--- config.mk ---
export PLATFORM = sky130hd
export DESIGN_NAME = bd_pin_fifo
export DESIGN_NICKNAME = d
export VERILOG_FILES = /design/src/rtl/bd_pin_pkg.sv /design/src/rtl/bd_pin_fifo.sv
export SDC_FILE = /design/constraint.sdc
export NUM_CORES = 1
export LEC_CHECK = 0
export CORE_MARGIN = 1.5
export CORE_UTILIZATION = 35
export CTS_CLUSTER_DIAMETER = 100
export DETAILED_ROUTE_END_ITERATION = 16
export PLACE_DENSITY = 0.62
export SYNTH_ARGS = -nofsm -noshare
export SYNTH_HDL_FRONTEND = slang
export SYNTH_SLANG_ARGS = --single-unit
--- constraint.sdc ---
create_clock -name clk -period 2 [get_ports clk]
set_input_delay 0.2 -clock clk [delete_from_list [all_inputs] [get_ports clk]]
set_output_delay 0.2 -clock clk [all_outputs]
set_load 0.1 [all_outputs]
--- src/rtl/bd_pin_pkg.sv ---
// Shared widths and FSM state types for the BD pin model.
package bd_pin_pkg;

  localparam int NUM_BITS_PIN2CORE = 21;
  localparam int NUM_BITS_CORE2PIN = 34;

  typedef enum logic {
    RX_READY,
    RX_WAIT_LOW
  } rx_state_t;

  typedef enum logic [1:0] {
    TX_IDLE,
    TX_SETUP,
    TX_VALID
  } tx_state_t;

endpackage

--- src/rtl/bd_pin_fifo.sv ---
// Registered-pointer FIFO with occupancy count; head word is visible on o_data.
module bd_pin_fifo
  import bd_pin_pkg::*;
#(
  parameter int WIDTH = 8,
  parameter int DEPTH = 4
) (
  input  logic                   clk,
  input  logic                   reset,
  input  logic                   i_push,
  input  logic [WIDTH-1:0]       i_data,
  input  logic                   i_pop,
  output logic [WIDTH-1:0]       o_data,
  output logic [$clog2(DEPTH):0] o_count,
  output logic                   o_full,
  output logic                   o_empty
);

  localparam int AW = $clog2(DEPTH);

  logic [WIDTH-1:0] r_mem [DEPTH];
  logic [AW-1:0]    r_wr_ptr;
  logic [AW-1:0]    r_rd_ptr;
  logic [AW:0]      r_count;
  logic             w_wr_en;
  logic             w_rd_en;

  assign o_full  = (r_count == (AW+1)'(DEPTH));
  assign o_empty = (r_count == '0);
  assign w_wr_en = i_push && !o_full;
  assign w_rd_en = i_pop && !o_empty;
  assign o_data  = r_mem[r_rd_ptr];
  assign o_count = r_count;

  always_ff @(posedge clk) begin
    if (w_wr_en) r_mem[r_wr_ptr] <= i_data;
  end

  // Power-of-two depth lets the pointers wrap naturally.
  always_ff @(posedge clk or posedge reset) begin
    if (reset) begin
      r_wr_ptr <= '0;
      r_rd_ptr <= '0;
      r_count  <= '0;
    end else begin
      if (w_wr_en) r_wr_ptr <= r_wr_ptr + 1'b1;
      if (w_rd_en) r_rd_ptr <= r_rd_ptr + 1'b1;
      case ({w_wr_en, w_rd_en})
        2'b10:   r_count <= r_count + 1'b1;
        2'b01:   r_count <= r_count - 1'b1;
        default: ;
      endcase
    end
  end

endmodule

==> metrics.cfg, run 1 <==
[placed_design]
dpl_worst_slack_ps = 70.3
io_buffer_count = 24
dpl.hpwl_um = 1820
post_dp_cell_area_sq_um = 2040
gp_congestion = 0.678

[route]
avgViaCountPerCell = 4.67
drtIter0Drc = 18
drc_errors = 0
ant_nets = 0
wire_per_inst_um = 15.5
vias = 799
drt_pass1_iterations = 3
routed_wl_um = 2640

[yosys]
synthFlopType = edfxtp_1
ys_top_cells_by_count = edfxtp_1, mux4_2, dfrtp_1, inv_1, ha_1
async_flop_share = 0.179
synth_warnings = 0
yosysTopAreaCell = edfxtp_1
yosysSeqAreaShare = 0.712
syn_nets = 98
synth.most_common_cell = edfxtp_1
netlist_area_sq_um = 1600
ys_ff_latch = 39
synth.area.top_cells = edfxtp_1, mux4_2, dfrtp_1, ha_1, and2_2
yosys.area.top_type_share = 0.602
syn_area_per_cell_sq_um = 20.0
synthCells = 80
synth-edff-count = 32
yosysUniqueCellTypes = 19

[clock_network]
clkTransAtPathRegs_ps = 80
cts_buffer_depth = 2
clk_latency_ps = 280
clock-sinks = 39
cts_buffers = 5
cts-root-buf = clkbuf_8
tritoncts = yes
htree_levels = 2

[floorplan]
die-width_um = 70.5
die_h_um = 70.5
die_area_sq_um = 4980
start_util = 0.364
ioPinCount = 25
core_sq_um = 4380
num_rows = 24

[run_status]
outcome = completed

[timing]
slew_headroom = 0.696
period_share = 0.948
setup_slack_ps = 104
slew_violations = 0
skew_ps = 5.15
finalSetupViolCount = 0
finalCriticalPeriod_ps = 1900
hold_viol_final = 0
holdWs_ps = 148
rsz0062_at_grt = true
fmax_mhz = 527
worst_slew_pin_slew_ps = 456

[grt]
grt_max_degree = 13
grt_use_total = 0.122
met3_usage = 0.0342
gr-total-overflow = 0
grt_busiest_layer = met2
grt_pass1_vias = 883
met1_usage = 0.169
antenna_found_initial = 0
grt_util_met2 = 0.181
grt_pass1_wl_um = 4510

[setup_path]
cpMaxStageDelayCell = dfrtp_4
slowest_delay_ps = 500
crit_arrival_ps = 2090
crit_family = adder cells
setup.worst_path.start_class = flop
cp_num_buf_inv = 2
end_kind = flop
worstReg2RegStart = o_count[0]$_DFFE_PP0P_
reg2reg_setup_slack_ps = 100
critPathMaxFanout = 3
r2r_cells = 6
worstSetupPathType = reg2reg
cp.required_ps = 2200
r2r_end = o_count[1]$_DFFE_PP0P_
path_cells = buf_4, o31a_4, ha_4, inv_2, fa_2, mux2i_1

[finish]
fillCellCount = 354
layout.nets = 136
area_growth_pct = 39.3
diodes = 0
fin_area_sq_um = 2220
drive_gt1_frac = 0.445
fin_util = 0.507

[min_path]
hold_path_class = in2async

[flow_run]
cap_violations = 0

[area by class of cell]
class                           instances  area [sq um]  share of cell area
Multi-Input combinational cell         32           453               0.204
Timing Repair Buffer                   33           400               0.180
Inverter                                7          26.3              0.0118
Tap cell                               52          65.1              0.0292
Clock buffer                            6          72.6              0.0326
Sequential cell                        39          1150               0.516
Clock inverter                          2          60.1              0.0270
[sequential cells by signal (all words and copies together), names as in the netlist]
signal	count
r_wr_ptr	2
r_rd_ptr	2
r_mem	32
o_count	3
[placed cells by master (no fill, tap or decap)]
cell / instances
edfxtp_1: 32
buf_4: 12
clkdlybuf4s50_1: 11
buf_12: 10
mux4_2: 8
inv_1: 5
clkbuf_8: 5
and2_2: 4
ha_1: 4
dfrtp_1: 4
xor2_1: 3
xnor2_1: 3
dfrtp_4: 3
inv_2: 2
bufinv_16: 2
o31a_4: 1
nor3b_4: 1
nor2b_4: 1
mux2i_1: 1
nor3_2: 1
nor2_1: 1
nand2_1: 1
mux2_4: 1
fa_2: 1
ha_4: 1
clkbuf_1: 1
[worst max path at each step]
stage	start	to	slack (ps)	cells after the start
after floorplan	o_count[2]$_DFFE_PP0P_	o_count[2]$_DFFE_PP0P_	-780	9
after global placement	o_count[1]$_DFFE_PP0P_	o_count[2]$_DFFE_PP0P_	150	9
after detailed placement	o_count[1]$_DFFE_PP0P_	o_count[2]$_DFFE_PP0P_	70	9
after CTS	o_count[1]$_DFFE_PP0P_	o_count[2]$_DFFE_PP0P_	80	9
after global routing	o_count[0]$_DFFE_PP0P_	o_count[2]$_DFFE_PP0P_	-10	9
final	o_count[0]$_DFFE_PP0P_	o_count[1]$_DFFE_PP0P_	100	6
[metal layers]
metal  up-vias  wire (um)
met5         -          0
met4         0         24
met3         4        152
met2        27       1210
met1       393       1250
li1        375          -
[kinds of logic after synthesis]
logic type,synth area share
DFF,0.712
muxes,0.129
buffers and inverters,0.0219
and+or+nand+nor,0.0470
xor gates and xnor gates,0.0329
adders and majority gates,0.0517
AOI/OAI and AO/OA,0.00627
[stage by stage]
| step | TNS [ps] | std cells |
|---|---|---|
| 3_5_place_dp | 0 | 157 |
| 5_1_grt | -13.5 | 171 |
| 2_1_floorplan | -10760 | 80 |
| 3_3_place_gp | 0 | 157 |
| 4_1_cts | 0 | 165 |
| 6_report | 0 | 171 |
[repair_timing]
action,in CTS,in global routing
gates resized for setup,0,1
setup endpoints to repair,0,1
setup buffers,0,6
hold buffers,0,0
Power of run 1 is not shown: default switching activity piles up to over one toggle a cycle in this logic, so the estimate is an artifact.
==> run 2, diff against run 1 <==
Settings changed: CAP_MARGIN from default to 20.
==> results of run 2 <==
Same layout as run 1: the final DEF is identical, and so are final timing and power.
Power of run 2 is left out for the same reason.
